--- src/rtl/text_writer_if.sv ---
// Producer/renderer side of the text buffer: byte handshake, read port and cursor.
interface text_writer_if;
    logic [7:0] charIn_i;
    logic       charValid_i;
    logic       charReady_o;
    logic [5:0] charAddress_i;
    logic [7:0] charOutput_o;
    logic [5:0] cursor_o;

    modport master (
        output charIn_i, charValid_i, charAddress_i,
        input  charReady_o, charOutput_o, cursor_o
    );

    modport slave (
        input  charIn_i, charValid_i, charAddress_i,
        output charReady_o, charOutput_o, cursor_o
    );
endinterface

--- src/rtl/text_writer.sv ---
// 4x16 character buffer fed by a byte stream with LF/CR/BS/FF control handling.
module text_writer #(
    parameter logic [7:0] CLEAR_CHAR = 8'd32
) (
    input logic           clk_i,
    input logic           reset_i,
    text_writer_if.slave  bus
);

    typedef enum logic {IDLE, CLEAR} state_t;

    state_t     state, state_next;
    logic [5:0] cursor, cursor_next;
    logic [5:0] clr_cnt, clr_cnt_next;
    logic       we;
    logic [5:0] waddr;
    logic [7:0] wdata;

    // Power-up contents match the cleared screen.
    logic [7:0] mem [64] = '{default: CLEAR_CHAR};

    always_ff @(posedge clk_i) begin
        if (reset_i) begin
            state   <= CLEAR;
            cursor  <= '0;
            clr_cnt <= '0;
        end else begin
            state   <= state_next;
            cursor  <= cursor_next;
            clr_cnt <= clr_cnt_next;
        end
    end

    always_comb begin
        state_next   = state;
        cursor_next  = cursor;
        clr_cnt_next = clr_cnt;
        we           = 1'b0;
        waddr        = cursor;
        wdata        = bus.charIn_i;

        case (state)
            IDLE: begin
                if (bus.charValid_i) begin
                    if (bus.charIn_i >= 8'h20 && bus.charIn_i <= 8'h7E) begin
                        we          = 1'b1;
                        cursor_next = cursor + 6'd1;
                    end else begin
                        case (bus.charIn_i)
                            8'h0A: cursor_next = {cursor[5:4] + 2'd1, 4'd0};
                            8'h0D: cursor_next = {cursor[5:4], 4'd0};
                            8'h08: begin
                                if (cursor != 6'd0) begin
                                    cursor_next = cursor - 6'd1;
                                    we          = 1'b1;
                                    waddr       = cursor - 6'd1;
                                    wdata       = CLEAR_CHAR;
                                end
                            end
                            8'h0C: begin
                                cursor_next  = '0;
                                clr_cnt_next = '0;
                                state_next   = CLEAR;
                            end
                            default: ;
                        endcase
                    end
                end
            end
            CLEAR: begin
                we           = 1'b1;
                waddr        = clr_cnt;
                wdata        = CLEAR_CHAR;
                clr_cnt_next = clr_cnt + 6'd1;
                cursor_next  = '0;
                if (clr_cnt == 6'd63) begin
                    state_next = IDLE;
                end
            end
            default: state_next = CLEAR;
        endcase
    end

    // Reset suppresses any write decoded on the same edge.
    always_ff @(posedge clk_i) begin
        if (we && !reset_i) begin
            mem[waddr] <= wdata;
        end
    end

    assign bus.charReady_o  = (state == IDLE);
    assign bus.charOutput_o = mem[bus.charAddress_i];
    assign bus.cursor_o     = cursor;

endmodule

--- src/flat_wrapper.sv ---
// flat-port wrapper written by rule: the top's interface ports become plain ports
module text_writer_flat 
#(
    parameter logic [7:0] CLEAR_CHAR = 8'd32
)
  (clk_i, reset_i, bus_charIn_i, bus_charValid_i, bus_charAddress_i, bus_charReady_o, bus_charOutput_o, bus_cursor_o);
  text_writer_if bus_i ();
  input logic clk_i;
  input logic reset_i;
  input wire logic [$bits(bus_i.charIn_i)-1:0] bus_charIn_i;
  input wire logic [$bits(bus_i.charValid_i)-1:0] bus_charValid_i;
  input wire logic [$bits(bus_i.charAddress_i)-1:0] bus_charAddress_i;
  output wire logic [$bits(bus_i.charReady_o)-1:0] bus_charReady_o;
  output wire logic [$bits(bus_i.charOutput_o)-1:0] bus_charOutput_o;
  output wire logic [$bits(bus_i.cursor_o)-1:0] bus_cursor_o;
  assign bus_i.charIn_i = bus_charIn_i;
  assign bus_i.charValid_i = bus_charValid_i;
  assign bus_i.charAddress_i = bus_charAddress_i;
  assign bus_charReady_o = bus_i.charReady_o;
  assign bus_charOutput_o = bus_i.charOutput_o;
  assign bus_cursor_o = bus_i.cursor_o;
  text_writer #(.CLEAR_CHAR(CLEAR_CHAR)) u_core (.clk_i(clk_i), .reset_i(reset_i), .bus(bus_i));
endmodule
--- config.mk ---
export PLATFORM = sky130hd
export DESIGN_NAME = text_writer_flat
export DESIGN_NICKNAME = d
export VERILOG_FILES = /design/src/rtl/text_writer_if.sv /design/src/rtl/text_writer.sv /design/src/flat_wrapper.sv
export SDC_FILE = /design/constraint.sdc
export NUM_CORES = 1
export LEC_CHECK = 0
export BUFFER_PORTS_ARGS = -buffer_cell sky130_fd_sc_hd__buf_2
export CORE_MARGIN = 2
export CORE_UTILIZATION = 45
export CTS_CLUSTER_SIZE = 28
export DETAILED_ROUTE_END_ITERATION = 10
export PLACE_DENSITY_LB_ADDON = 0.05
export SETUP_SLACK_MARGIN = 0.15
export SYNTH_ARGS = -nofsm -noshare
export SYNTH_HDL_FRONTEND = slang
export SYNTH_SLANG_ARGS = --single-unit
--- constraint.sdc ---
create_clock -name clk_i -period 7 [get_ports clk_i]
set_input_delay 0.35 -clock clk_i [delete_from_list [all_inputs] [get_ports clk_i]]
set_output_delay 0.35 -clock clk_i [all_outputs]
set_load 0.05 [all_outputs]
Word level (Yosys, flattened, before mapping)
Memory sizes are Yosys's and may differ from the RTL's.
Index checks and enable logic that the tools add are counted.
- register bits: 13
- RAM bits: 512
- logic and storage cells: 60
- bits of input ports: 17
- memories kept: 1
- output and inout bits: 15
- memory list (memory ; words ; bits a word ; read ports ; clocked after Yosys merged registers in ; write ports ; RTL line ; RTL):
    u_core.mem ; 64 ; 8 ; 1 ; 0 ; 1 ; text_writer.sv:20 ; logic [7:0] mem [64] = '{default: CLEAR_CHAR};
- multiplexer cells: 30
- $add $sub $neg: 4
- bitwise gates (word level): 1
- equality and inequality tests: 11
- order comparisons: 2
- reductions and logical operators: 7
- operators by type and width (cell ; count):
    6-bit 2-to-1 mux ; 9
    6-bit one-hot mux with 2 select lines ; 3
    8-bit by 4-bit equality test with 1-bit output, second input constant ; 4
    8-bit 2-to-1 mux ; 4
    6-bit one-hot mux with 4 select lines ; 1
    8-bit one-hot mux with 2 select lines ; 1
    6-bit by 1-bit adder with 6-bit output, second input constant ; 2
    1-bit 2-to-1 mux ; 10
    8-bit by 6-bit >= comparator with 1-bit output, second input constant ; 1
    8-bit by 7-bit <= comparator with 1-bit output, second input constant ; 1
    6-bit equality test, second input constant ; 1
    6-bit by 1-bit != test with 1-bit output, second input constant ; 1
    3-bit AND reduction ; 2
    6-bit nonzero test ; 1
    6-bit by 1-bit subtractor with 6-bit output, second input constant ; 1
    5-bit by 1-bit != test with 1-bit output, second input constant ; 1
    2-bit != test, second input constant ; 2
    1-bit one-hot mux with 2 select lines ; 2
    3-bit by 2-bit != test with 1-bit output, second input constant ; 1
    2-bit by 1-bit adder with 2-bit output, second input constant ; 1
    1-bit logical AND ; 2
    2-bit by 1-bit != test with 1-bit output, second input constant ; 1
    2-bit AND reduction ; 1
    1-bit logical NOT ; 1
    1-bit inverter ; 1

Depth between registers and ports, before layout
Gate-level depths: netlist of run 1.
- depth after elaboration: 9
- depth in mapped cells: 10
- gate-level depth less buffers: 8

Least setup slack after synthesis of run 1
Ideal clock, no wire load.
- kind: reg2reg
- from: register u_core.cursor[4] (netlist: u_core.bus.cursor_o[4])
- to: memory u_core.mem[2][0] (enable)
- setup slack: 3372 ps
- clock period less this slack: 3628 ps
- cell stages (with the launch flop): 10
- required time: 6605 ps
- arrival: 3234 ps
- cells stage by stage: dfxtp_1 clkbuf_1 inv_1 ha_1 nor4b_1 nand4_1 xnor2_1 o32ai_2 nand2_1 nor4_1
- word-level cells in the longest chain between the ends: 9
- elaborated cells between the ends (all ways): 15
- those cells by class: add/sub: 1; mux: 12; reduce/logical: 2
- RTL lines (what ; RTL line ; RTL):
    start: declaration ; text_writer.sv:13 ; logic [5:0] cursor, cursor_next;
    start signal: assignment ; text_writer.sv:29 ; cursor <= cursor_next;
    branches (longest 9 deep; another with 6-bit by 1-bit subtractor with 6-bit output) ; -- ;
    end: declaration ; text_writer.sv:20 ;
Parallel ways; which one is timed is not known.

Worst setup path in the final report of run 1
- from: register u_core.cursor[0] (netlist: u_core.bus.cursor_o[0])
- to: memory u_core.mem[25][2] (enable)
The elaborated chain is that of the path after synthesis.

==> run summary, run 1 <==
Net switching is 21.5% of the power. Data arrives at the worst endpoint at 4360 ps. The multi-input combinational cells in the finished layout cover a total of 0.00534 mm^2.

For the final non-filler cell total, the log shows 1811. In the synthesized netlist the dominant register cell turns out to be edfxtp_1. The initial detailed-routing violation count was 1046; the clock group share of total power was 43.0%.

The share of the clock period used by the worst path after layout was 59.2%; the mean area per synthesized cell was 19.3 um^2. Start-to-end type of the worst setup path: flip-flop to flip-flop. Static timing analysis puts the maximum clock frequency at 241 MHz.

The maximum net fanout on the critical path was 8; the average vias per placed instance was 5.93. The count of maximum capacitance violations was 0; the number of max-slew violations in the final report was 0. The placed wire-length estimate is 31700 um. The sequential power share is 52.4%, and the number of port buffers is 31.

The worst path needs 4150 ps of the cycle, external delays included. Row generation in the floorplan step produced 79 rows. For this design the total switching power over the nets is 1.40 mW. The async set-or-reset flop fraction in the synthesized netlist was 0%. The worst setup path is captured at a flip-flop. Count of state elements after synthesis: 525. The internal portion of the total power is 5.11 mW. In this run the count of I/O pins placed on the die edge is 32. The filler cells instantiated in the layout total 3761. Clock tree synthesis selected as its root buffer the cell clkbuf_16. The congestion estimate from routability-driven global placement came to 0.858. For the placement-stage worst setup slack, the log shows 2820 ps. Across all layers, the routed design uses 10700 vias. Power spread over the standard cell area amounts to 273 mW/mm^2. Of the synthesized area, sequential elements account for 73.8%. The logs give 0 for the hold violation total from the final report and 1119 for the net count after synthesis.

In the layout the commonest cells are edfxtp_1, mux4_2, nor2_1. The tools report the summed negative setup slack over all endpoints as 0 ps. The final-report setup violation count came out at 0. The number of buffers added by the clock tree synthesis step is 54. In this run, post-CTS hold repair placed 0 buffers.

Number of DRC violations after detailed routing: 0. The post-layout utilization of the core is 51.3%, and the count of yosys warnings during synthesis is 0. In the synthesized netlist, the number of instances is 1098. In the final routed layout, each cell accounts on average for 28.5 um. The share of total power dissipated in combinational logic is 4.6%. The total area inside the core boundary comes to 0.0466 mm^2. The aggregate routed wire length is 51700 um. The first detailed-routing pass ran for 7 iterations. Setup slack closes at 2850 ps. The tools report the maximum level of the CTS H-tree as 2. Setup repair after global routing left no endpoint under its margin. The final global-route overflow total is 0. Entering global routing, the biggest net connects 65 pins. Synthesis-to-finish area growth: 12.7%. Counting flops with a built-in enable in the synthesized netlist gives 512.

Post-CTS repair changed the size of 0 cells. The static leakage was 7.57 nW; the register area was 0.0156 mm^2. At the later pin of the worst-skew pair, clock insertion delay measures 610 ps.

Leaving out fill and tap cells, the most frequent cell in the layout is edfxtp_1. The overall die width is 221 um. The floorplan die height was 221 um.

Worst max-slew margin expressed relative to the limit: 17.7%. Counting distinct cell types in the post-synthesis netlist gives 74. Counting along the longest clock path gives a buffer depth of 3. The clock skew after layout was 19.0 ps.

Clock tree synthesis found a total of 525 sinks. Share of post-route cells with drive strength above 1: 25.5%. The die area came out at 0.0488 mm^2. The worst hold path belongs to the class primary input to flip-flop.

The required time at the endpoint of the critical path is 7220 ps. Once placement completed, the tool counted placed cells totaling 1710. Clock-pin slew was measured on the worst setup and hold paths at 60 ps.

The tools report the post-CTS setup buffer count as 0. The flow ran to the end, and the final reports show no timing, DRC or antenna violations. At the pin with the least slew margin, the transition time is 1230 ps. For this configuration, the core starts out at a cell density of 45.5%.

The worst setup path is launched from a flip-flop. The run gives 11100 as the via count of the first global-routing pass. TritonCTS built the clock tree.

The tools report the netlist area before placement as 0.0212 mm^2. The tightest hold path in the finished design has a slack of 150 ps. The count of nets left with antenna violations once routing finished came out at 0. The antenna diode instance count was 0; the total number of nets in the final design was 1181. The peak supply drop is 206 uV, and the initial antenna violation count is 0. Across every metal layer, demand over resource in global routing totals 21.3%. The first global-routing pass estimated 76100 um of wire.
metal layers:
metal,up-vias,global-route usage (%),part of all wire [%],wire [um]
met5,-,0,0,0
met4,0,4.59,1.6,850
met3,58,3.37,4.9,2520
met2,277,33.6,48,24700
met1,5737,31.5,46,23600
li1,4672,-,-,-
kinds of logic (layout without fill, tap and decap cells):
kind of cell / Yosys count / count (layout) / share of synthesized area (%)
adder cells (fa/ha/maj): 4 / 4 / 0.236
AND/OR/NAND/NOR: 239 / 239 / 5.74
AO/OA/AOI/OAI: 108 / 108 / 3.63
XOR/XNOR: 5 / 5 / 0.207
flip-flops: 525 / 525 / 73.8
buffers and inverters: 65 / 171 / 1.29
multiplexers: 152 / 152 / 15.1
cell type report:
type	count	share of cell area [%]
well taps	607	3.18
multi-input cells	508	22.3
clock inverters	33	1.05
flip-flops and latches	525	65.5
clock buffers	67	6.12
repair buffers	62	1.69
inverters	9	0.141
power by group through the flow:
stage	logic [mW]	clock network (mW)	registers (mW)
2_1_floorplan	0.202	0	3.48
3_3_place_gp	0.301	0	3.48
3_5_place_dp	0.302	0	3.48
4_1_cts	0.302	2.86	3.41
5_1_grt	0.317	2.97	3.41
6_report	0.298	2.80	3.41
state kept, by name, indices dropped and copies added, names as in the netlist:
name and flops:
u_core.clr_cnt 6, u_core.bus.cursor_o 6, u_core.mem 512, u_core.state 1
synth_stat cells, types with 2 or more instances:
cell      instances  share of area, %
a22oi_1          11              0.39
ha_1              4              0.24
nor3_1           18              0.43
o21a_1            2             0.071
mux4_2          134                14
nor2_1           68               1.2
mux2_2            3              0.16
o22a_1            2             0.083
nand3b_1          3              0.11
nor4_1            6              0.18
dfxtp_1          13               1.2
o221ai_1          2             0.083
a21oi_1          10              0.24
clkbuf_1         32              0.57
nand4_1          14              0.41
o211ai_1          3              0.11
nand2_2           2             0.059
or2_2             2             0.059
inv_1             9              0.16
nand3_1          26              0.61
and2_1            3             0.089
o31a_1            3              0.12
nand2_1          59               1.0
a31oi_1           4              0.12
edfxtp_1        512                73
o22ai_1          17              0.50
mux2i_1          15              0.71
nor4_4            2              0.20
o31ai_1           4              0.14
xnor2_1           4              0.17
buf_2            14              0.33
a211oi_1          7              0.25
or3_1             3             0.089
o21ai_0          24              0.57
nor2b_1           9              0.27
buf_1             7              0.12
nor4b_1           2             0.083
nand2b_1          9              0.27
final timing paths:
path	slack, ps	cells past startpoint	start	endpoint
worst max-delay path	2850	8	u_core.bus.cursor_o[0]	u_core.mem[25][2]
worst max register to register	2850	8	u_core.bus.cursor_o[0]	u_core.mem[25][2]
worst min register to register	520	2	u_core.clr_cnt[5]	u_core.clr_cnt[5]
worst min-delay path	150	2	reset_i	u_core.clr_cnt[1]
metrics by stage:
step           total power [mW]  area (um^2)
2_1_floorplan              3.68        21200
3_5_place_dp               3.78        22200
5_1_grt                    6.70        23900
6_report                   6.51        23900
3_3_place_gp               3.78        22200
4_1_cts                    6.57        23900
critical path, stage by stage, from the launching register on:
cell and delay, ps:
dfxtp_1 460, inv_1 110, ha_1 290, and4bb_2 320, nor4_4 270, mux2i_1 360
o311a_1 330, nand3_1 700, nor2_1 900
No activity file was read; power rests on OpenSTA's default activity.
==> run 2, diff against run 1 <==
==> constraint.sdc (replaced) <==
create_clock -name clk_i -period 3.9 [get_ports clk_i]
set_input_delay 0.195 -clock clk_i [delete_from_list [all_inputs] [get_ports clk_i]]
set_output_delay 0.195 -clock clk_i [all_outputs]
set_load 0.05 [all_outputs]
==> run 2 against run 1 <==
  * Sequential power grew 79%
  * Die area is the same
  * Via count grew 1.4%
  * Utilization grew 1.2 points
  * Hold slack lost 120 ps
  * Fmax grew 19%
  * Combinational power grew 91%
  * Global-route usage grew 0.051 points
  * Count of clock-buffer cells in the layout shrank 2
  * Critical path type unchanged
  * Largest power group unchanged
==> run summary, run 2 (synthesis gave the netlist of run 1 again) <==
After the last flow step, the layout net total stands at 1249. Clock edge transition at the registers on the reported setup and hold paths: 60 ps. Setup repair after global routing left no endpoint under its margin. The flow ran to the end, and the final reports show no timing, DRC or antenna violations. Leaving out fill and tap cells, the most frequent cell in the layout is edfxtp_1. The worst-case IR drop observed on VDD is 330 uV. The final global-route overflow total came out at 0.

The worst setup path is launched from a flip-flop. The aggregate routed wire length is 51800 um, and the wire length of the first global-routing pass is 75700 um. Static timing analysis puts the maximum clock frequency at 287 MHz. The detail route stage leaves a number of antenna-violating nets equal to 0.

The kind of capture point of the worst setup path is a flip-flop. The tools report the insertion delay of the later-clocked pin in the worst-skew pair as 600 ps. Data arrival time of the worst path: 3790 ps. Reg-to-reg critical path startpoint: u_core.bus.cursor_o[5]. The tightest min-delay check is of the primary input to flip-flop type. Area inside the core boundary: 0.0466 mm^2. Buffers inserted during clock tree synthesis total 54.

The placer congestion estimate was 0.833; the final total power was 11.5 mW. In this run the power density over the cells is 471 mW/mm^2. The die area was 0.0488 mm^2; the number of port buffers was 31.

The count of maximum capacitance violations is 0, and the antenna diode instance count is 0. The run gives 0 as the final-report setup violation count. The maximum level of the CTS H-tree is 2. By startpoint and endpoint, the worst setup path is classified as flip-flop to flip-flop.

The tree is rooted in a clkbuf_16. The number of placed instances with taps included is 1778, and the average vias per placed instance is 5.81. The floorplan die height came out at 221 um.

The flip-flop count of the largest register after layout was 512; the initial antenna violation count was 0. For this run, design rule violations remaining after detail routing come to 0. The logs give 0 ps for the summed negative setup slack over all endpoints and 45.5% for the initial core utilization. The largest net degree at the start of global routing is 65, and the synthesis-to-finish area growth is 15.2%. The floorplan has 79 rows. In this run the deepest clock path goes through 3 buffers. For the number of placed I/O pins, the log shows 32. The final design instance area without fill is 0.0244 mm^2, and the worst-case reg-to-reg path depth is 9. The tools report the static leakage as 7.90 nW.

TritonCTS built the clock tree. For the pin with the worst max-slew slack, the measured transition is 863 ps. In this run, the number of DRC markers left after iteration 0 of detailed routing was 882. The worst reg2reg path endpoint was u_core.mem[16][5].

The run gives 0 as the post-CTS setup buffer count. Of all nets on the critical path, the largest fanout is 8. For the detailed-route via count, the log shows 10900. Once placement finished, the instance area stood at 0.0228 mm^2. After layout, the worst path uses 89.4% of the clock period.

The top cell types in the final layout, fill and taps aside, are edfxtp_1, mux4_2, buf_4. The hold violation total from the final report is 0. Measured on the finished design, the core utilization comes to 52.4%. The critical path starts at u_core.bus.cursor_o[5]. Ranked by flip-flop count, first place goes to u_core.mem. For the number of clock sinks, the log shows 525.

At the worst endpoint, the required time is 4200 ps. The shortest clock period the worst path allows after layout came out at 3490 ps. The count of cells in the finished layout, fillers not included, comes to 1876.

The post-route netlist has 29.0% of its cells at a drive strength greater than 1. The placed wire-length estimate came out at 32700 um. For the final database, setup skew stands at 12.4 ps.

The floorplan step set the die width to 221 um. For the via count of the first global-routing pass, the log shows 11100. Dividing the detail-routed wire length by the instance count gives 27.6 um. Global routing used 21.3% of the available tracks across all layers. For this run, the detailed router's first-pass iteration total came to 5. The tools report the worst max-slew margin expressed relative to the limit as 42.5%. The number of max-slew violations in the final report was 0. For the worst setup slack for register-to-register paths, the log shows 410 ps. The critical path ends at u_core.mem[16][5].
run 2: changes by cell type in the layout (fill, tap and decap cells not counted), sizes merged:
cell,previous run,this run
buf,61,128
clkinvlp,0,4
bufinv,3,2
inv,14,11
clkbuf,68,66
clkinv,25,24
dlygate4sd3,0,1
run 2: through the flow:
stage | hold slack [ps] | setup WS, ps
5_1_grt | 47.5 | 208
6_report | 31.8 | 414
3_3_place_gp | 501 | 444
4_1_cts | 6.35 | 408
3_5_place_dp | 509 | 436
2_1_floorplan | 285 | 272
run 2: critical path, stage by stage, from the launching register on:
cell and delay [ps]:
dfxtp_1 450, inv_1 110, ha_1 230, nor4b_1 540, nand4_1 270, xnor2_1 250, o31ai_1 470, nand3_1 430
nor2_1 230, buf_4 210
run 2: layout make-up:
cell class                      count  area, um^2
Multi-Input combinational cell    508        5340
Clock buffer                       65        1410
Timing Repair Buffer              130        1030
Fill cell                        3713       22100
Inverter                            9        33.8
Sequential cell                   525       15600
Tap cell                          607         759
Clock inverter                     32         209
run 2: worst min path at each step:
stage	start	endpoint	slack, ps	cells past startpoint
2_1_floorplan	reset_i	u_core.bus.cursor_o[1]	280	1
3_3_place_gp	u_core.clr_cnt[0]	u_core.clr_cnt[0]	500	2
3_5_place_dp	u_core.clr_cnt[0]	u_core.clr_cnt[0]	510	2
4_1_cts	bus_charValid_i	u_core.bus.cursor_o[2]	6	3
5_1_grt	bus_charValid_i	u_core.bus.cursor_o[2]	50	3
6_report	bus_charValid_i	u_core.bus.cursor_o[2]	30	3
run 2: repair_timing:
action                    in CTS  in global routing
resized for setup              0                  0
hold endpoints to repair       4                  0
hold buffers                   1                  0
run 2: where the power goes:
group / internal (mW) / total, mW / switching [mW]
combinational: 0.222 / 0.568 / 0.347
sequential: 6.11 / 6.12 / 0.00731
clock: 2.70 / 4.80 / 2.10
run 2: layer usage:
layer	track usage [%]	vias to the layer above	share of wire, %
met5	0	-	0
met1	31.1	5682	45
li1	-	4815	-
met3	3.82	76	5.4
met2	33.4	320	48
met4	5.61	0	2.3
